**config.mk**
```make
export PLATFORM = sky130hd
export DESIGN_NAME = fetch_stage_flat
export DESIGN_NICKNAME = d
export VERILOG_FILES = /design/src/rtl/fetch_stage_pkg.sv /design/src/rtl/fetch_stage_if.sv /design/src/rtl/fetch_stage_fifo.sv /design/src/rtl/fetch_stage.sv /design/src/flat_wrapper.sv
export SDC_FILE = /design/constraint.sdc
export NUM_CORES = 1
export LEC_CHECK = 0
export BUFFER_PORTS_ARGS = -buffer_cell sky130_fd_sc_hd__buf_4
export CAP_MARGIN = 20
export CELL_PAD_IN_SITES_DETAIL_PLACEMENT = 0
export CELL_PAD_IN_SITES_GLOBAL_PLACEMENT = 1
export CORE_ASPECT_RATIO = 0.9
export CORE_MARGIN = 8
export CORE_UTILIZATION = 49
export DETAILED_ROUTE_END_ITERATION = 12
export PLACE_DENSITY = 0.84
export SYNTH_ARGS = -nofsm -noshare
export SYNTH_HDL_FRONTEND = slang
export SYNTH_HIERARCHICAL = 1
export SYNTH_SLANG_ARGS = --single-unit
```
**constraint.sdc**
```tcl
create_clock -name clk -period 20.1 [get_ports clk]
set_clock_uncertainty 0.15 [all_clocks]
set_input_delay 3.015 -clock clk [delete_from_list [all_inputs] [get_ports clk]]
set_output_delay 3.015 -clock clk [all_outputs]
set_load 0.03 [all_outputs]
```
**src/rtl/fetch_stage_pkg.sv**
```systemverilog
// Shared MIPS pipeline definitions used by the fetch stage and its prefetch FIFO.
package mips_pkg;

  localparam logic [31:0] NOP_INSTR = 32'h0000_0000;
  localparam logic [31:0] PC_STEP   = 32'd4;

  typedef enum logic {
    ST_RUN  = 1'b0,
    ST_DROP = 1'b1
  } fetch_state_e;

  // One IF/ID payload: pc is the instruction address + 4.
  typedef struct packed {
    logic [31:0] pc;
    logic [31:0] instr;
  } ifid_t;

  function automatic logic [31:0] align_word(input logic [31:0] a);
    return a & ~32'h3;
  endfunction

endpackage

```
**src/rtl/fetch_stage_if.sv**
```systemverilog
// Instruction-memory request/grant/response bus between fetch and imem.
interface fetch_stage_if;
  logic        imem_req;
  logic [31:0] imem_addr;
  logic        imem_gnt;
  logic        imem_rvalid;
  logic [31:0] imem_rdata;

  modport master (output imem_req, imem_addr, input imem_gnt, imem_rvalid, imem_rdata);
  modport slave  (input imem_req, imem_addr, output imem_gnt, imem_rvalid, imem_rdata);
endinterface

```
**src/rtl/fetch_stage_fifo.sv**
```systemverilog
// Prefetch FIFO of {pc,instr} pairs; flush wins over push/pop, push allowed when full if popping.
module fetch_fifo
  import mips_pkg::*;
#(
  parameter int DEPTH = 2,
  localparam int PTR_W = $clog2(DEPTH),
  localparam int CNT_W = $clog2(DEPTH) + 1
) (
  input  logic             clk,
  input  logic             rst,
  input  logic             i_push,
  input  logic             i_pop,
  input  logic             i_flush,
  input  ifid_t            i_data,
  output ifid_t            o_data,
  output logic [CNT_W-1:0] o_count
);

  ifid_t            r_mem [DEPTH];
  logic [PTR_W-1:0] r_wr;
  logic [PTR_W-1:0] r_rd;
  logic [CNT_W-1:0] r_count;
  logic             w_do_push;
  logic             w_do_pop;

  assign w_do_pop  = i_pop && (r_count != '0);
  assign w_do_push = i_push && ((r_count != CNT_W'(DEPTH)) || w_do_pop);
  assign o_data    = r_mem[r_rd];
  assign o_count   = r_count;

  always_ff @(posedge clk or posedge rst) begin
    if (rst) begin
      r_wr    <= '0;
      r_rd    <= '0;
      r_count <= '0;
    end else if (i_flush) begin
      r_wr    <= '0;
      r_rd    <= '0;
      r_count <= '0;
    end else begin
      if (w_do_push) r_wr <= r_wr + 1'b1;
      if (w_do_pop)  r_rd <= r_rd + 1'b1;
      case ({w_do_push, w_do_pop})
        2'b10:   r_count <= r_count + 1'b1;
        2'b01:   r_count <= r_count - 1'b1;
        default: r_count <= r_count;
      endcase
    end
  end

  always_ff @(posedge clk) begin
    if (w_do_push && !i_flush) r_mem[r_wr] <= i_data;
  end

endmodule

```
**src/rtl/fetch_stage.sv**
```systemverilog
// MIPS instruction-fetch stage: PC, single-outstanding imem fetch, prefetch FIFO, IF/ID register.
module fetch_stage
  import mips_pkg::*;
#(
  parameter int          DEPTH    = 2,
  parameter logic [31:0] RESET_PC = 32'h0000_0000
) (
  input  logic                 clk,
  input  logic                 rst,
  input  logic                 freeze,
  input  logic                 br_taken,
  input  logic [31:0]          br_addr,
  fetch_stage_if.master        imem,
  output logic                 if_valid,
  output logic [31:0]          if_instr,
  output logic [31:0]          if_pc
);

  fetch_state_e         r_state;
  fetch_state_e         w_state_nxt;
  logic [31:0]          r_pc;
  logic                 r_outstanding;
  logic                 r_if_valid;
  logic [31:0]          r_if_instr;
  logic [31:0]          r_if_pc;

  logic [$clog2(DEPTH):0] w_fifo_count;
  ifid_t                w_fifo_head;
  ifid_t                w_rsp_data;
  logic                 w_rsp;
  logic                 w_rsp_keep;
  logic                 w_load;
  logic                 w_fifo_empty;
  logic                 w_bypass;
  logic                 w_push;
  logic                 w_pop;
  logic                 w_pend;
  logic                 w_room;
  logic                 w_req;
  logic                 w_gnt;

  assign w_rsp        = r_outstanding && imem.imem_rvalid;
  assign w_rsp_keep   = w_rsp && (r_state == ST_RUN) && !br_taken;
  assign w_load       = !freeze || !r_if_valid;
  assign w_fifo_empty = (w_fifo_count == '0);
  assign w_bypass     = w_rsp_keep && w_fifo_empty && w_load;
  assign w_push       = w_rsp_keep && !w_bypass;
  assign w_pop        = w_load && !w_fifo_empty && !br_taken;
  // The in-flight response needs a FIFO slot unless it lands straight in IF/ID or is
  // being dropped; reserving it here is what keeps a frozen, filling FIFO lossless.
  assign w_pend       = r_outstanding && (!imem.imem_rvalid || w_push);
  assign w_room       = (int'(w_fifo_count) + int'(w_pend)) < DEPTH;
  assign w_gnt        = w_req && imem.imem_gnt;

  // PC only moves on grant, so while one request is in flight it equals that request + 4.
  assign w_rsp_data   = '{pc: r_pc, instr: imem.imem_rdata};

  assign imem.imem_req  = w_req;
  assign imem.imem_addr = r_pc;
  assign if_valid       = r_if_valid;
  assign if_instr       = r_if_instr;
  assign if_pc          = r_if_pc;

  always_ff @(posedge clk or posedge rst) begin
    if (rst) r_state <= ST_RUN;
    else     r_state <= w_state_nxt;
  end

  always_comb begin
    w_state_nxt = r_state;
    w_req       = 1'b0;
    if (br_taken) begin
      w_state_nxt = (r_outstanding && !imem.imem_rvalid) ? ST_DROP : ST_RUN;
    end else begin
      if (r_state == ST_DROP && w_rsp) w_state_nxt = ST_RUN;
      w_req = (!r_outstanding || imem.imem_rvalid) && w_room;
    end
  end

  always_ff @(posedge clk or posedge rst) begin
    if (rst) begin
      r_pc          <= RESET_PC;
      r_outstanding <= 1'b0;
    end else begin
      if (br_taken)   r_pc <= align_word(br_addr);
      else if (w_gnt) r_pc <= r_pc + PC_STEP;
      if (w_gnt)                 r_outstanding <= 1'b1;
      else if (imem.imem_rvalid) r_outstanding <= 1'b0;
    end
  end

  always_ff @(posedge clk or posedge rst) begin
    if (rst) begin
      r_if_valid <= 1'b0;
      r_if_instr <= NOP_INSTR;
      r_if_pc    <= '0;
    end else if (br_taken) begin
      r_if_valid <= 1'b0;
      r_if_instr <= NOP_INSTR;
    end else if (w_load) begin
      if (!w_fifo_empty) begin
        r_if_valid <= 1'b1;
        r_if_instr <= w_fifo_head.instr;
        r_if_pc    <= w_fifo_head.pc;
      end else if (w_bypass) begin
        r_if_valid <= 1'b1;
        r_if_instr <= w_rsp_data.instr;
        r_if_pc    <= w_rsp_data.pc;
      end else begin
        r_if_valid <= 1'b0;
        r_if_instr <= NOP_INSTR;
      end
    end
  end

  fetch_fifo #(.DEPTH(DEPTH)) u_fifo (
    .clk     (clk),
    .rst     (rst),
    .i_push  (w_push),
    .i_pop   (w_pop),
    .i_flush (br_taken),
    .i_data  (w_rsp_data),
    .o_data  (w_fifo_head),
    .o_count (w_fifo_count)
  );

endmodule
```
**src/flat_wrapper.sv**
```systemverilog
// flat-port wrapper written by rule: the top's interface ports become plain ports
module fetch_stage_flat import mips_pkg::*;
#(
  parameter int          DEPTH    = 2,
  parameter logic [31:0] RESET_PC = 32'h0000_0000
)
  (clk, rst, freeze, br_taken, br_addr, if_valid, if_instr, if_pc, imem_imem_req, imem_imem_addr, imem_imem_gnt, imem_imem_rvalid, imem_imem_rdata);
  fetch_stage_if imem_i ();
  input  logic clk;
  input  logic rst;
  input  logic freeze;
  input  logic br_taken;
  input  logic [31:0] br_addr;
  output logic if_valid;
  output logic [31:0] if_instr;
  output logic [31:0] if_pc;
  output wire logic [$bits(imem_i.imem_req)-1:0] imem_imem_req;
  output wire logic [$bits(imem_i.imem_addr)-1:0] imem_imem_addr;
  input wire logic [$bits(imem_i.imem_gnt)-1:0] imem_imem_gnt;
  input wire logic [$bits(imem_i.imem_rvalid)-1:0] imem_imem_rvalid;
  input wire logic [$bits(imem_i.imem_rdata)-1:0] imem_imem_rdata;
  assign imem_imem_req = imem_i.imem_req;
  assign imem_imem_addr = imem_i.imem_addr;
  assign imem_i.imem_gnt = imem_imem_gnt;
  assign imem_i.imem_rvalid = imem_imem_rvalid;
  assign imem_i.imem_rdata = imem_imem_rdata;
  fetch_stage #(.DEPTH(DEPTH), .RESET_PC(RESET_PC)) u_core (.clk(clk), .rst(rst), .freeze(freeze), .br_taken(br_taken), .br_addr(br_addr), .imem(imem_i), .if_valid(if_valid), .if_instr(if_instr), .if_pc(if_pc));
endmodule
```
==> reports/metrics.cfg, run 1 <==
[pwr]
pwr-share-clk = 0.396
seqPwrFrac = 0.463
p_switching_uw = 309
powerDensity_nw_per_um2 = 99.9
switching_share = 0.258
p_comb_frac = 0.141
internal-power_uw = 889
p_leak_nw = 5.25
irDropWorstVdd_uv = 63.0

[cells_and_area]
layout-drive-gt1-share = 0.332
post-route-util = 0.624
fin_nets = 944
final_cell_mix = 173 x buf_4, 128 x edfxtp_1, 100 x dfrtp_1
diodes = 0
areaGrowthSynthToFinish_pct = 24.5
nFillCells = 1553
layout_commonest_cell = buf_4

[sta]
fmax_ghz = 0.136
setup-tns-final_ns = 0
setup_slack_ns = 12.74
setup_viol = 0
fin_crit_sh = 0.366
worstMarginPinSlew_ns = 0.875
drv_slew = 0
period_minus_slack_ns = 7.36
relSlewSlack = 0.417
rsz0062_at_grt = no
hold_slack_ns = 0.331
hold_viol = 0

[yosys]
syn_area_sq_um = 9640
synth_seq_area_share = 0.661
synth_edf_count = 128
synth_seq_cells = 229
synth_top_cell_by_area = edfxtp_1
yosys.area.top_type_share = 0.399
ys_top_cells_by_area = edfxtp_1 40%, dfrtp_1 26%, mux2_2 7.5%
synthCells = 709
synth-main-ff-cell = edfxtp_1
synthArstFlopShare = 0.441
synth_area_per_cell_sq_um = 13.6
synth_warnings = 6
yosysUniqueCellTypes = 65

[placed_design]
gp_congestion = 0.832
io_buffer_count = 163
dpl.hpwl_microns = 15500
place_ws_ns = 12.76

[floorplan]
initial_core_util = 0.501
die_h_microns = 149
ioPinCount = 168
core_sq_um = 19200
rows = 48
fp.dieW_microns = 164
die_area_sq_um = 24400

[grt]
grt_pass1_wl_microns = 37600
track_usage = 0.191
grt_pass1_vias = 6847
grt_overflow_total = 0
antenna_found_initial = 0
grt_max_degree = 65

[clock_network]
cts-resized-gates = 0
cts_setup_buffers = 0
cts_buffers = 25
clk_path_buf_depth = 3
cts_tree = yes
clkTransAtPathRegs_ns = 0.05
clock_sinks = 229
h-tree-depth = 1
cts_hold_buf = 0
clock-root-buffer = clkbuf_16
clock_latency_ns = 0.51

[drt]
dr.pass1.iters = 8
final_antenna_net_count = 0
vias = 6614
drt_iter0_markers = 653
drt_wl_total_microns = 23700
drcViolationCount = 0
wl_per_cell_microns = 20.8
vias_per_cell = 5.80

[run_status]
status = completed

[hold_path]
hp-class = flop to flop

[job]
cap_violations = 0

[setup_path]
cp.required_ns = 16.94
worstSetupEndpointType = output port
critPathKind = input port to output port
path_max_fanout = 56
cp-start-kind = input port
cp.arrival_ns = 4.19

-- synth_stat cells (2+ instances only) --
master and instances:
mux2i_1 31, a311oi_1 2, a22o_1 3, nand2b_1 3, or3_1 2, buf_4 2
nand4_1 12, a31o_1 2, a211oi_1 2, clkbuf_1 22, buf_2 17, edfxtp_1 128
o21ai_0 32, and3_1 9, nand3_1 21, mux2_2 64, a211o_1 3, nor3_1 7
o21ai_1 14, inv_1 39, dfrtp_1 101, xnor2_1 6, o211ai_1 8, a32oi_1 4
nor4_1 3, a222oi_1 32, nand2_1 66, xor2_1 6, a21oi_1 6, nor2_1 27
-- stage by stage --
| step | cells | total power, mW | instance area, sq um |
|---|---|---|---|
| final | 1141 | 1.20 | 12000 |
| after global routing | 1141 | 1.25 | 12000 |
| after CTS | 1140 | 1.21 | 12000 |
| after detailed placement | 1095 | 0.735 | 11100 |
| after global placement | 1095 | 0.730 | 11100 |
| after floorplan | 714 | 0.653 | 9660 |
-- cell type report --
| type | count | area [sq um] | area share |
|---|---|---|---|
| flip-flops and latches | 229 | 6370 | 0.531 |
| multi-input cells | 403 | 2980 | 0.248 |
| repair buffers | 174 | 1320 | 0.110 |
| clock buffers | 36 | 687 | 0.0573 |
| well taps | 250 | 313 | 0.0261 |
| clock inverters | 9 | 171 | 0.0143 |
| inverters | 40 | 153 | 0.0127 |
-- state kept, by name (all words and copies together) (netlist names), 2 cells and up --
| name | count |
|---|---|
| u_core/u_fifo/r_mem | 128 |
| u_core/if_instr | 32 |
| u_core/if_pc | 32 |
| u_core/u_fifo/o_count | 2 |
| u_core/imem.imem_addr | 30 |
-- power groups by stage --
stage               Sequential, mW  Clock [mW]  Combinational [mW]
floorplan                    0.612           0              0.0408
global placement             0.562           0               0.167
global route                 0.560       0.504               0.182
CTS                          0.555       0.484               0.171
detailed placement           0.564           0               0.171
finish                       0.555       0.475               0.169
-- metal layers --
metal	global-route usage	up-vias	part of all wire
li1	-	2986	-
met1	0.256	3299	0.42
met2	0.308	296	0.47
met3	0.0510	33	0.091
met4	0.0450	0	0.017
met5	0	-	0
-- critical path, stage by stage --
cell     delay, ns
buf_4         0.46
inv_2         0.30
nand3_1       0.14
nor2_1        0.06
buf_4         0.19
-- cells by family (layout without fill, tap and decap cells) --
kind of cell / count (synthesis) / in the layout / share of synthesized area
AO/OA/AOI/OAI: 117 / 117 / 0.0897
XOR/XNOR: 12 / 12 / 0.0109
adder cells (fa/ha/maj): 1 / 1 / 0.00130
buffers and inverters: 82 / 259 / 0.0357
flip-flops: 229 / 229 / 0.661
multiplexers: 95 / 95 / 0.107
other: 1 / 6 / 0.000389
AND/OR/NAND/NOR: 172 / 172 / 0.0940
-- path summary, 6_finish.rpt --
| check | start | to | slack (ns) | depth (start not counted) |
|---|---|---|---|---|
| setup reg to reg | u_core/r_state | u_core/u_fifo/r_mem[1][10] | 17.22 | 5 |
| setup / recovery | br_taken | imem_imem_req | 12.74 | 5 |
| min in group asynchronous | rst | u_core/u_fifo/o_count[0] | 2.27 | 2 |
| max in group asynchronous | rst | u_core/if_pc[24] | 16.14 | 3 |
| hold reg to reg | u_core/if_pc[24] | u_core/if_pc[24] | 0.33 | 2 |
| hold / removal | u_core/if_pc[24] | u_core/if_pc[24] | 0.33 | 2 |
(Power assumes the default switching activity.)
==> run 2: changes to the inputs <==
--- a/config.mk
+++ b/config.mk
@@ -11,9 +11,9 @@
 export CELL_PAD_IN_SITES_GLOBAL_PLACEMENT = 1
 export CORE_ASPECT_RATIO = 0.9
 export CORE_MARGIN = 8
-export CORE_UTILIZATION = 49
+export CORE_UTILIZATION = 46
 export DETAILED_ROUTE_END_ITERATION = 12
-export PLACE_DENSITY = 0.84
+export PLACE_DENSITY = 0.79
 export SYNTH_ARGS = -nofsm -noshare
 export SYNTH_HDL_FRONTEND = slang
 export SYNTH_HIERARCHICAL = 1
==> constraint.sdc (replaced) <==
create_clock -name clk -period 6.78 [get_ports clk]
set_clock_uncertainty 0.15 [all_clocks]
set_input_delay 1.017 -clock clk [delete_from_list [all_inputs] [get_ports clk]]
set_output_delay 1.017 -clock clk [all_outputs]
set_load 0.03 [all_outputs]
==> run 2 against run 1 <==
Net effect:
- combinational power rose to 3.0 times the previous value
- final cell count up 3.2%
- clock-buffer cell count down 7
- power rose to 2.8 times the previous value
- design area down 0.78%
- via count down 0.88%
- critical path depth up 2
- hold slack worse by 0.073 ns
- die area up 5.8%
- sequential share of layout area up 0.42 points
- routed wire length about the same
- core utilization down 4.9 points
- critical path type is now flop to flop
- largest power group unchanged
- highest routed layer unchanged
==> reports/metrics.cfg, run 2 (same netlist as run 1, synthesis figures left out) <==
[run_status]
status = completed  ; unchanged

[sta]
hold_viol = 0  ; unchanged
drv_slew = 0  ; unchanged
setup_slack_ns = 2.93  ; was 12.74 ns
fin_crit_sh = 0.569
relSlewSlack = 0.415  ; was 0.417
setup_viol = 0  ; unchanged
rsz0062_at_grt = no  ; unchanged
setup-tns-final_ns = 0  ; unchanged
worstMarginPinSlew_ns = 0.878  ; was 0.875 ns
period_minus_slack_ns = 3.85
fmax_ghz = 0.259

[setup_path]
path_max_fanout = 56  ; unchanged
r2r_start = u_core/u_fifo/o_count[0]  ; was u_core/r_state
max_stage_delay_ns = 0.72  ; was 0.46 ns
r2r_slack_ns = 2.93  ; was 17.22 ns
critPathKind = flop to flop  ; was input port to output port
cp.arrival_ns = 3.84  ; was 4.19 ns
crit_start = u_core/u_fifo/o_count[0]  ; was br_taken
cp-start-kind = flop  ; was input port
cp_num_buf_inv = 2  ; was 3
cp_common_cell = buf_4  ; unchanged
cp.required_ns = 6.76  ; was 16.94 ns
worstRegToRegCells = 7  ; was 5
rr_endpoint = u_core/u_fifo/r_mem[0][43]  ; was u_core/u_fifo/r_mem[1][10]
cp_cell_sequence = nor2_4, buf_4, nor3b_4, or3b_4, nand2_1, nor3_4, buf_4  ; was buf_4, inv_2, nand3_1, nor2_1, buf_4
worstSetupEndpointType = flop  ; was output port
critPathTopFamily = simple AND/OR/NAND/NOR gates  ; was buffers and inverters
critPathCapture = u_core/u_fifo/r_mem[0][43]  ; was imem_imem_req
path_depth = 7  ; was 5
crit_path_top_delay_cell = buf_4  ; unchanged

[cells_and_area]
areaGrowthSynthToFinish_pct = 23.5  ; was 24.5%
final_cell_mix = 172 x buf_4, 128 x edfxtp_1, 100 x dfrtp_1  ; was 173 x buf_4, 128 x edfxtp_1, 100 x dfrtp_1
diodes = 0  ; unchanged
layout_commonest_cell = buf_4  ; unchanged
post-route-util = 0.575  ; was 0.624
instances_no_fill = 1177  ; was 1141
top_register = u_core/u_fifo/r_mem  ; unchanged
largest_reg_flops = 128  ; unchanged
layout-drive-gt1-share = 0.329  ; was 0.332
fin_nets = 943  ; was 944
nFillCells = 1703  ; was 1553

[clock_network]
h-tree-depth = 1  ; unchanged
clock_latency_ns = 0.52  ; was 0.51 ns
cts_tree = yes  ; unchanged
cts_hold_buf = 0  ; unchanged
clk_path_buf_depth = 3  ; unchanged
cts_buffers = 25  ; unchanged
clkTransAtPathRegs_ns = 0.06  ; was 0.05 ns
clock_sinks = 229  ; unchanged
clock-root-buffer = clkbuf_16  ; unchanged
cts_setup_buffers = 0  ; unchanged
cts-resized-gates = 0  ; unchanged

[floorplan]
initial_core_util = 0.465  ; was 0.501
rows = 50  ; was 48
die_area_sq_um = 25800  ; was 24400 sq um
fp.dieW_microns = 169  ; was 164 microns
ioPinCount = 168  ; unchanged
die_h_microns = 153  ; was 149 microns
core_sq_um = 20700  ; was 19200 sq um

[drt]
wl_met3_microns = 2060  ; was 2150 microns
drt_wl_total_microns = 23700  ; about the same
highest_layer = met4  ; unchanged
vias_per_cell = 5.57  ; was 5.80
final_antenna_net_count = 0  ; unchanged
drcViolationCount = 0  ; unchanged
drt_iter0_markers = 612  ; was 653
met1_length_microns = 10500  ; was 9890 microns
wl_per_cell_microns = 20.1  ; was 20.8 microns
dr.pass1.iters = 6  ; was 8
vias = 6556  ; was 6614
wl_met2_microns = 10700  ; was 11200 microns

[pwr]
powerDensity_nw_per_um2 = 281  ; was 99.9 nW/um^2
p_comb_frac = 0.150  ; was 0.141
pwr-share-clk = 0.358  ; was 0.396
seqPwrFrac = 0.492  ; was 0.463
switching_share = 0.277  ; was 0.258
p_leak_nw = 5.18  ; was 5.25 nW
irDropWorstVdd_uv = 139  ; was 63.0 uV
internal-power_mw = 2.42  ; was 889 uW
p_switching_uw = 926  ; was 309 uW

[placed_design]
gp_congestion = 0.800  ; was 0.832
place_ws_ns = 2.50  ; was 12.76 ns
dp_cells = 1130  ; was 1095
io_buffer_count = 163  ; unchanged
dpl.hpwl_microns = 15600  ; was 15500 microns

[grt]
grt_max_degree = 66  ; was 65
grt_overflow_total = 0  ; unchanged
grt_pass1_vias = 6764  ; was 6847
grt_pass1_wl_microns = 37700  ; was 37600 microns
antenna_found_initial = 0  ; unchanged
track_usage = 0.180  ; was 0.191

[hold_path]
hp-class = input port to asynchronous set/reset pin  ; was flop to flop

[job]
cap_violations = 0  ; unchanged

==> run 2: area by class of cell <==
type / count / area, sq um / share of cell area
clock buffers: 29 / 641 / 0.0538
repair buffers: 173 / 1310 / 0.110
clock inverters: 17 / 80.1 / 0.00673
inverters: 40 / 153 / 0.0128
well taps: 286 / 358 / 0.0301
flip-flops and latches: 229 / 6370 / 0.535
multi-input cells: 403 / 2990 / 0.251
==> run 2: worst min-delay path by stage <==
| stage | startpoint | end | slack [ns] | cells past startpoint |
|---|---|---|---|---|
| 6_report | rst | u_core/u_fifo/o_count[1] | 0.26 | 2 |
| 5_1_grt | rst | u_core/u_fifo/o_count[1] | 0.27 | 2 |
| 4_1_cts | rst | u_core/u_fifo/r_wr | 0.25 | 2 |
| 3_5_place_dp | u_core/if_pc[25] | u_core/if_pc[25] | 0.32 | 2 |
| 3_3_place_gp | u_core/if_pc[26] | u_core/if_pc[26] | 0.32 | 2 |
| 2_1_floorplan | u_core/u_fifo/r_mem[1][0] | u_core/if_instr[0] | 0.41 | 3 |
==> run 2: power groups by stage <==
stage	clock network, mW	registers, mW	logic [mW]
detailed placement	0	1.67	0.507
global placement	0	1.67	0.500
global route	1.28	1.66	0.540
CTS	1.23	1.65	0.508
floorplan	0	1.81	0.121
finish	1.20	1.65	0.500
==> run 2: per-layer routing <==
metal,GRT usage,vias up
li1,-,2997
met1,0.245,3249
met2,0.281,283
met3,0.0523,27
met4,0.0404,0
met5,0,-
==> run 2: through the flow <==
step           cell area, sq um  total power [mW]  hold slack [ns]
2_1_floorplan              9660              1.94            0.406
3_3_place_gp              11200              2.17            0.317
3_5_place_dp              11200              2.18            0.323
4_1_cts                   11900              3.39            0.249
5_1_grt                   11900              3.48            0.266
6_report                  11900              3.34            0.257
==> run 3: changes to the inputs <==
--- a/config.mk
+++ b/config.mk
@@ -11,9 +11,9 @@
 export CELL_PAD_IN_SITES_GLOBAL_PLACEMENT = 1
 export CORE_ASPECT_RATIO = 0.9
 export CORE_MARGIN = 8
-export CORE_UTILIZATION = 46
+export CORE_UTILIZATION = 41
 export DETAILED_ROUTE_END_ITERATION = 12
-export PLACE_DENSITY = 0.79
+export PLACE_DENSITY = 0.75
 export SYNTH_ARGS = -nofsm -noshare
 export SYNTH_HDL_FRONTEND = slang
 export SYNTH_HIERARCHICAL = 1
==> constraint.sdc (replaced) <==
create_clock -name clk -period 3.3 [get_ports clk]
set_clock_uncertainty 0.15 [all_clocks]
set_input_delay 0.495 -clock clk [delete_from_list [all_inputs] [get_ports clk]]
set_output_delay 0.495 -clock clk [all_outputs]
set_load 0.03 [all_outputs]
==> run 3 against run 2 <==
Net effect:
- clock power grew to 2.6 times the previous value
- clock-buffer cell count grew 7
- design area grew 3.6%
- register-to-register slack lost 2.2 ns
- maximum frequency grew 48%
- routed wire length grew 4.6%
- hold slack lost 0.23 ns
- non-clock buffer count grew 15
- critical path depth is the same
- critical path type unchanged
- critical endpoint is now u_core/if_instr[7]
==> reports/metrics.cfg, run 3 (same netlist as run 1, synthesis figures left out) <==
[run_status]
status = completed  ; unchanged

[sta]
relSlewSlack = 0.576  ; was 0.415
rsz0062_at_grt = no  ; unchanged
worstMarginPinSlew_ns = 0.636  ; was 0.878 ns
fmax_ghz = 0.383  ; was 0.259 GHz
setup-tns-final_ns = 0  ; unchanged
fin_crit_sh = 0.791  ; was 0.569
drv_slew = 0  ; unchanged
hold_viol = 0  ; unchanged
period_minus_slack_ns = 2.61  ; was 3.85 ns
setup_viol = 0  ; unchanged

[setup_path]
cp.required_ns = 3.60  ; was 6.76 ns
worstRegToRegCells = 7  ; unchanged
max_stage_delay_ns = 0.50  ; was 0.72 ns
crit_path_top_delay_cell = dfrtp_1  ; was buf_4
cp_num_buf_inv = 3  ; was 2
r2r_start = u_core/u_fifo/o_count[1]  ; was u_core/u_fifo/o_count[0]
cp_cell_sequence = nor2_4, buf_4, nand2_1, nor2_2, buf_4, a222oi_1, inv_1  ; was nor2_4, buf_4, nor3b_4, or3b_4, nand2_1, nor3_4, buf_4
cp-start-kind = flop  ; unchanged
critPathKind = flop to flop  ; unchanged
cp.arrival_ns = 2.92  ; was 3.84 ns
path_max_fanout = 32  ; was 56
rr_endpoint = u_core/if_instr[7]  ; was u_core/u_fifo/r_mem[0][43]
r2r_slack_ns = 0.69  ; was 2.93 ns
worstSetupEndpointType = flop  ; unchanged
cp_common_cell = buf_4  ; unchanged
critPathTopFamily = buffers and inverters  ; was simple AND/OR/NAND/NOR gates

[drt]
vias_per_cell = 5.45  ; was 5.57
vias = 6584  ; was 6556
final_antenna_net_count = 0  ; unchanged
wl_per_cell_microns = 20.5  ; was 20.1 microns
drt_iter0_markers = 611  ; was 612
drcViolationCount = 0  ; unchanged
dr.pass1.iters = 5  ; was 6
drt_wl_total_microns = 24800  ; was 23700 microns

[floorplan]
die_area_sq_um = 28700  ; was 25800 sq um
ioPinCount = 168  ; unchanged
rows = 53  ; was 50
die_h_microns = 161  ; was 153 microns
initial_core_util = 0.415  ; was 0.465
core_sq_um = 23200  ; was 20700 sq um
fp.dieW_microns = 178  ; was 169 microns

[cells_and_area]
largest_reg_flops = 128  ; unchanged
layout-drive-gt1-share = 0.346  ; was 0.329
post-route-util = 0.531  ; was 0.575
diodes = 0  ; unchanged
fin_nets = 959  ; was 943
top_register = u_core/u_fifo/r_mem  ; unchanged
layout_commonest_cell = buf_4  ; unchanged
areaGrowthSynthToFinish_pct = 27.9  ; was 23.5%
final_cell_mix = 177 x buf_4, 128 x edfxtp_1, 98 x dfrtp_1  ; was 172 x buf_4, 128 x edfxtp_1, 100 x dfrtp_1

[clock_network]
clock-root-buffer = clkbuf_16  ; unchanged
clkTransAtPathRegs_ns = 0.06  ; about the same
h-tree-depth = 1  ; unchanged
cts_setup_buffers = 0  ; unchanged
clock_sinks = 229  ; unchanged
cts_buffers = 26  ; was 25
clk_path_buf_depth = 3  ; unchanged
cts_tree = yes  ; unchanged
clock_latency_ns = 0.53  ; was 0.52 ns
cts-resized-gates = 0  ; unchanged

[grt]
track_usage = 0.168  ; was 0.180
grt_pass1_vias = 6727  ; was 6764
grt_overflow_total = 0  ; unchanged
grt_pass1_wl_microns = 38400  ; was 37700 microns
antenna_found_initial = 0  ; unchanged
grt_max_degree = 50  ; was 66

[hold_path]
hp-class = input port to flop  ; was input port to asynchronous set/reset pin
whs_path_depth = 1
hold_end = u_core/u_fifo/r_mem[1][21]
hp-start = imem_imem_rdata[21]

[pwr]
irDropWorstVdd_uv = 414  ; was 139 uV
powerDensity_nw_per_um2 = 613  ; was 281 nW/um^2
p_leak_nw = 5.38  ; was 5.18 nW

[placed_design]
gp_congestion = 0.791  ; was 0.800
io_buffer_count = 163  ; unchanged
dpl.hpwl_microns = 16000  ; was 15600 microns

[job]
cap_violations = 0  ; unchanged

-- run 3: changes by cell type in the layout (fill, tap and decap cells not counted), sizes merged --
cell and change:
clkinv -11, dlygate4sd3 +7, bufinv +5, buf +8, clkbuf +7
-- run 3: routing by layer --
layer,wire [microns],track usage,vias to the layer above
li1,-,-,3025
met1,11400,0.236,3300
met2,11000,0.257,223
met3,1940,0.0455,36
met4,459,0.0371,0
met5,0,0,-
-- run 3: power breakdown --
part	switching [mW]	internal (mW)	total, mW	leakage [nW]
Sequential	0.169	3.21	3.38	2.46
Combinational	0.667	0.384	1.05	2.46
Clock	1.13	1.99	3.13	0.464
Total	1.97	5.59	7.56	5.38
-- run 3: metrics by stage --
step | setup WS [ns] | area (sq um) | hold slack, ns | std cells | power, mW
after floorplan | -0.196 | 9700 | 0.111 | 714 | 3.98
after global placement | 0.492 | 11300 | 0.277 | 1155 | 4.47
after detailed placement | 0.442 | 11300 | 0.280 | 1155 | 4.49
after CTS | 0.682 | 12300 | 0.000123 | 1206 | 7.63
after global routing | 0.530 | 12300 | 0.000570 | 1209 | 7.85
final | 0.689 | 12300 | 0.0242 | 1209 | 7.56
-- run 3: timing repair --
item,in CTS,in global routing
hold buffers,4,3
endpoints found under the setup margin,0,0
hold endpoints to repair,47,4
-- run 3: cell type report --
| type | count | area [sq um] |
|---|---|---|
| Fill cell | 2032 | 10900 |
| Sequential cell | 229 | 6370 |
| Multi-Input combinational cell | 403 | 3000 |
| Timing Repair Buffer | 188 | 1480 |
| Clock buffer | 36 | 759 |
| Tap cell | 302 | 378 |
| Clock inverter | 11 | 188 |
| Inverter | 40 | 153 |
-- run 3: worst max path at each step --
stage                             start                          to  slack [ns]  cells past startpoint
3_5_place_dp                   br_taken  u_core/u_fifo/r_mem[1][48]        0.44                      6
2_1_floorplan           u_core/if_valid   u_core/u_fifo/r_mem[0][0]       -0.20                      6
4_1_cts        u_core/u_fifo/o_count[1]         u_core/if_instr[10]        0.68                      7
3_3_place_gp                   br_taken  u_core/u_fifo/r_mem[1][48]        0.49                      6
5_1_grt        u_core/u_fifo/o_count[1]          u_core/if_instr[0]        0.53                      7
6_report       u_core/u_fifo/o_count[1]          u_core/if_instr[7]        0.69                      7
